`config.mk`:
```
export PLATFORM = sky130hd
export DESIGN_NAME = fetch_unit
export DESIGN_NICKNAME = d
export VERILOG_FILES = /design/src/rtl/pipeline_pkg.sv /design/src/rtl/pc_next_sel.sv /design/src/rtl/fetch_unit.sv
export SDC_FILE = /design/constraint.sdc
export NUM_CORES = 1
export LEC_CHECK = 0
export BUFFER_PORTS_ARGS = -buffer_cell sky130_fd_sc_hd__buf_2
export CAP_MARGIN = 20
export CORE_UTILIZATION = 25
export DETAILED_ROUTE_END_ITERATION = 8
export GPL_TIMING_DRIVEN = 0
export PLACE_DENSITY = 0.59
export RECOVER_POWER = 50
export SLEW_MARGIN = 40
export SYNTH_ARGS = -nofsm -noshare
export SYNTH_HDL_FRONTEND = slang
export SYNTH_SLANG_ARGS = --single-unit
```
`constraint.sdc`:
```
create_clock -name clk -period 2.6 [get_ports clk]
set_clock_uncertainty 0.2 [all_clocks]
set_input_delay 0.26 -clock clk [delete_from_list [all_inputs] [get_ports clk]]
set_output_delay 0.26 -clock clk [all_outputs]
set_load 0.02 [all_outputs]
```
`src/rtl/pipeline_pkg.sv`:
```
// Shared pipeline definitions: fetch FSM encoding and default control words.
// Latency: n/a (types and constants only).
// Backpressure: n/a.
package pipeline_pkg;

   typedef enum logic [1:0] {
      RUN   = 2'd0,
      DRAIN = 2'd1,
      DONE  = 2'd2
   } fetchState_t;

   localparam logic [31:0] DEFAULT_RESET_PC  = 32'h0000_0000;
   localparam logic [31:0] DEFAULT_HALT_WORD = 32'hFFFF_FFFF;

endpackage

```
`src/rtl/pc_next_sel.sv`:
```
// Next-PC priority mux: register jump, direct jump, taken branch, then sequential.
// Latency: combinational, zero cycles.
// Backpressure: none; the caller decides whether the result is loaded.
module pc_next_sel (
   input  logic [31:0] pc,
   input  logic        jumpReg,
   input  logic        jump,
   input  logic        branchTaken,
   input  logic [31:0] regTarget,
   input  logic [31:0] branchOffset,
   input  logic [31:0] pcPlus4Id,
   input  logic [25:0] jumpIndex,
   output logic [31:0] nextPc
);

   always_comb begin
      if (jumpReg)
         nextPc = regTarget;
      else if (jump)
         nextPc = {pcPlus4Id[31:28], jumpIndex, 2'b00};
      else if (branchTaken)
         nextPc = pcPlus4Id + (branchOffset << 2);
      else
         nextPc = pc + 32'd4;
   end

endmodule

```
`src/rtl/fetch_unit.sv`:
```
// Instruction fetch: PC register, redirect/squash and halt-drain FSM.
// Latency: imemAddr is the registered PC; a redirect lands on the next edge.
// Backpressure: stall freezes PC and IF/ID writes, outranking any redirect.
module fetch_unit import pipeline_pkg::*; #(
   parameter logic [31:0] RESET_PC     = DEFAULT_RESET_PC,
   parameter logic [31:0] HALT_WORD    = DEFAULT_HALT_WORD,
   parameter int unsigned DRAIN_CYCLES = 4
) (
   input  logic        clk,
   input  logic        reset,
   input  logic        stall,
   input  logic        branchTaken,
   input  logic        jump,
   input  logic        jumpReg,
   input  logic [31:0] branchOffset,
   input  logic [25:0] jumpIndex,
   input  logic [31:0] regTarget,
   input  logic [31:0] pcPlus4Id,
   input  logic [31:0] imemData,
   output logic [31:0] imemAddr,
   output logic [31:0] pcPlus4,
   output logic [31:0] preInstruction,
   output logic        branch,
   output logic        ifIdWrIn,
   output logic        endProgram
);

   localparam int CNT_W = $clog2(DRAIN_CYCLES + 1);

   fetchState_t      state;
   logic [31:0]      pc;
   logic [31:0]      nextPc;
   logic [CNT_W-1:0] drainCnt;
   logic             running;
   logic             redirect;
   logic             haltSeen;

   assign running  = (state == RUN);
   assign redirect = running & (jumpReg | jump | branchTaken) & ~stall;
   // A halt word only counts when it would actually enter IF/ID.
   assign haltSeen = running & ~stall & ~redirect & (imemData == HALT_WORD);

   assign imemAddr       = pc;
   assign pcPlus4        = pc + 32'd4;
   assign branch         = redirect;
   assign preInstruction = running ? imemData : 32'd0;
   assign ifIdWrIn       = running ? ~stall : (state == DRAIN);

   pc_next_sel u_pcNextSel (
      .pc           (pc),
      .jumpReg      (jumpReg),
      .jump         (jump),
      .branchTaken  (branchTaken),
      .regTarget    (regTarget),
      .branchOffset (branchOffset),
      .pcPlus4Id    (pcPlus4Id),
      .jumpIndex    (jumpIndex),
      .nextPc       (nextPc)
   );

   always_ff @(posedge clk or negedge reset) begin
      if (!reset) begin
         pc         <= RESET_PC;
         state      <= RUN;
         drainCnt   <= '0;
         endProgram <= 1'b0;
      end else begin
         unique case (state)
            RUN: begin
               if (haltSeen) begin
                  state    <= DRAIN;
                  drainCnt <= CNT_W'(DRAIN_CYCLES - 1);
               end else if (!stall) begin
                  pc <= nextPc;
               end
            end
            DRAIN: begin
               // Nops keep flowing into IF/ID so older instructions retire.
               if (drainCnt == '0) begin
                  state      <= DONE;
                  endProgram <= 1'b1;
               end else begin
                  drainCnt <= drainCnt - CNT_W'(1);
               end
            end
            DONE: endProgram <= 1'b1;
            default: state <= RUN;
         endcase
      end
   end

endmodule

```
==> impl_metrics.yaml <==
logic_synthesis:
  synthFlopType: "dfrtp_1"
  synth.distinct_cells: 67
  synth_edf_count: 0
  synth_nets: 842
  synth_seq_cells: 38
  syn_area_um2: 4800
  yosys_warnings: 0
  yosysSeqAreaShare_pct: 19.8
  synthXorXnorAreaFrac_pct: 8.39
  synth_simple_gate_area_share_pct: 28.0
  syn_inst: 649
  synth_compound_area_share_pct: 27.9
  synthMuxAreaShare_pct: 2.35
  async_reset_ff_share_pct: 100
  synth_top_family_by_area: "simple AND/OR/NAND/NOR gates"
  synth_fa_ha_area_share_pct: 8.76
  avgSynthCellArea_um2: 7.40
placed_design:
  dpl-instance-area_um2: 6420
  numPortBuffers: 255
  dp_cells: 1138
  post-place-ws_ps: -617
  place_congestion: 0.876
  place_hpwl_um: 17100
detailed_routing:
  routedWlPerCell_um: 18.3
  dr_total_vias: 6051
  remaining_drc_errors: 0
  vias_per_cell: 5.16
  wl_um: 21500
  drtPass1Iterations: 5
  drtIter0Drc: 309
  ant_nets: 0
sta:
  worst_slack_ps: -53.3
  period_minus_slack_ps: 2650
  fmax_ghz: 0.377
  hold_viol: 0
  timing.slew.headroom_pct: 28.2
  final_max_slew_viol_count: 0
  tightest_slew_ps: 1080
  fin_crit_sh_pct: 102
  rsz0062_at_grt: "true"
  setup_violations: 4
clock_network:
  clk_pin_slew_worst_paths_ps: 70
  cts_max_path_buffers: 2
  cts_buffers: 5
  root_buffer: "clkbuf_16"
  tritoncts: "done"
  cts.htree.levels: 2
  insertion_delay_ps: 290
  clock_sinks: 38
floorplan:
  die_x_um: 141
  core_area_um2: 18800
  io_pins: 259
  std_cell_rows: 50
  die_area_um2: 19800
  start_util_pct: 25.6
  dieHeight_um: 141
global_route:
  grt_pass1_vias: 5593
  use_met1_pct: 28.7
  gr-usage-met2_pct: 33.9
  grt_usage_pct: 20.7
  top_usage_layer: "met2"
  grt_pass1_wl_um: 31500
  antenna_found_initial: 0
  use_met3_pct: 2.29
  grt.overflow.total: 0
  grt_max_degree: 39
power:
  intPower_w: 0.00148
  ir_worst_vdd_uv: 207
  clkPwrFrac_pct: 25.3
  power_frac_comb_pct: 46.9
  power_switching_share_pct: 40.8
  seq_power_share_pct: 27.8
  power.leakage_nw: 3.48
  power_switching_w: 0.00102
  p_per_area_nw_per_um2: 343
worst_setup_path:
  worstPathArrival_ps: 2190
  required_ps: 2140
  critPathLaunchType: "flip-flop"
  crit_chain: "nand4_1, nor4_4, nand2_1, or3_4, xnor2_4, buf_6"
  slowest_stage: "dfrtp_1"
  end_kind: "output pin"
  max_stage_delay_ps: 460
  path_max_fanout: 7
  path_class: "flip-flop to output pin"
layout:
  drive_above_1_share_pct: 39.7
  design_area_um2: 7300
  num_antenna_cells: 0
  utilization_pct: 38.9
  layout.nets: 1131
  syn_to_final_growth_pct: 52.2
  final_cell_mix: "buf_2 (230), nand2_1 (68), nor2_1 (55)"
  layout_commonest_cell: "buf_2"
  stdcell_count: 1173
outcome:
  outcome: "complete, but fails checks"
  violations: "negative setup slack"
job:
  drv_cap: 0
worst_hold_path:
  hold_class: "input port to flip-flop"
-- cells in the mapped netlist, types with 4 or more instances --
cell | number | area [um^2]
a21oi_1 | 46 | 230
o211ai_1 | 4 | 30.0
dfrtp_1 | 38 | 951
a211o_1 | 4 | 35.0
ha_1 | 32 | 400
inv_1 | 22 | 82.6
o21a_1 | 6 | 45.0
a221o_1 | 6 | 60.1
nor3_1 | 11 | 55.1
nand3_1 | 23 | 115
nand4_1 | 21 | 131
nor2_1 | 63 | 236
xor2_1 | 17 | 149
a31oi_1 | 5 | 31.3
xnor2_1 | 29 | 254
and3_1 | 17 | 106
o21ai_0 | 44 | 220
mux2i_1 | 9 | 90.1
a22oi_1 | 5 | 37.5
a211oi_1 | 12 | 90.1
a21o_1 | 11 | 82.6
o221ai_1 | 8 | 70.1
o2bb2ai_1 | 5 | 43.8
buf_2 | 6 | 30.0
and2_1 | 34 | 213
a221oi_1 | 4 | 35.0
or3_1 | 7 | 43.8
o22ai_1 | 5 | 31.3
clkbuf_1 | 22 | 82.6
nand2_1 | 69 | 259
o21bai_1 | 5 | 37.5
-- area by class of cell --
type	count	area, um^2
Buffer	32	145
Fill cell	2005	11500
Clock buffer	5	125
Tap cell	234	293
Multi-Input combinational cell	554	4100
Clock inverter	3	21.3
Timing Repair Buffer	283	1570
Sequential cell	38	955
Inverter	24	93.8
-- per-layer routing --
metal	part of all wire, %	vias to the layer above
li1	-	2956
met1	46	2846
met2	47	224
met3	4.8	25
met4	2.1	0
met5	0	-
-- cell families (layout without fill, tap and decap cells) --
kind of cell,after synthesis,after routing
and+or+nand+nor,266,266
xor gates and xnor gates,46,46
muxes,11,11
AOI/OAI and AO/OA,198,198
DFF,38,38
buffers and inverters,57,347
adders and majority gates,33,33
-- worst max-delay path: cells and delay by family (launching register included) --
| family | cells | cell delay, ps |
|---|---|---|
| and+or+nand+nor | 4 | 1090 |
| buffers and inverters | 1 | 150 |
| xor gates and xnor gates | 1 | 200 |
| DFF | 1 | 460 |
-- stage by stage --
step | total power (W) | setup TNS (ps) | hold WS, ps
finish | 0.00250 | -118 | 27.7
detailed placement | 0.00173 | -9580 | 91.1
global placement | 0.00173 | -9540 | 252
global route | 0.00264 | -1610 | 43.5
floorplan | 0.00131 | -13.5 | -236
CTS | 0.00242 | -127 | 28.2
-- timing repair --
| item | in CTS | in global routing |
|---|---|---|
| setup endpoints to repair | 37 | 37 |
| hold buffers | 1 | 0 |
| pin swaps | 22 | 33 |
| endpoints found under the hold margin | 38 | 0 |
| setup buffers | 18 | 9 |
| gates resized for setup | 40 | 79 |
-- final timing paths --
check                         startpoint           end  slack [ps]  depth (start not counted)
setup / recovery             imemAddr[4]   pcPlus4[23]         -50                          6
hold / removal             regTarget[13]  imemAddr[13]          30                          3
setup reg to reg             imemAddr[3]  imemAddr[30]         -30                         10
hold reg to reg               endProgram    endProgram         270                          1
max in group asynchronous          reset   imemAddr[2]         950                          2
min in group asynchronous          reset  imemAddr[10]         520                          2
-- power by group through the flow --
| stage | Combinational [W] | Clock [W] | Sequential, W |
|---|---|---|---|
| after CTS | 0.00109 | 0.000646 | 0.000688 |
| after global routing | 0.00127 | 0.000669 | 0.000701 |
| final | 0.00117 | 0.000633 | 0.000696 |
| after floorplan | 0.000576 | 0 | 0.000735 |
| after global placement | 0.00103 | 0 | 0.000699 |
| after detailed placement | 0.00103 | 0 | 0.000700 |
-- state kept, by name, indices dropped and copies added, names as in the netlist --
| register | count |
|---|---|
| drainCnt | 3 |
| state | 2 |
| endProgram | 1 |
| imemAddr | 32 |
(Power assumes the default switching activity.)
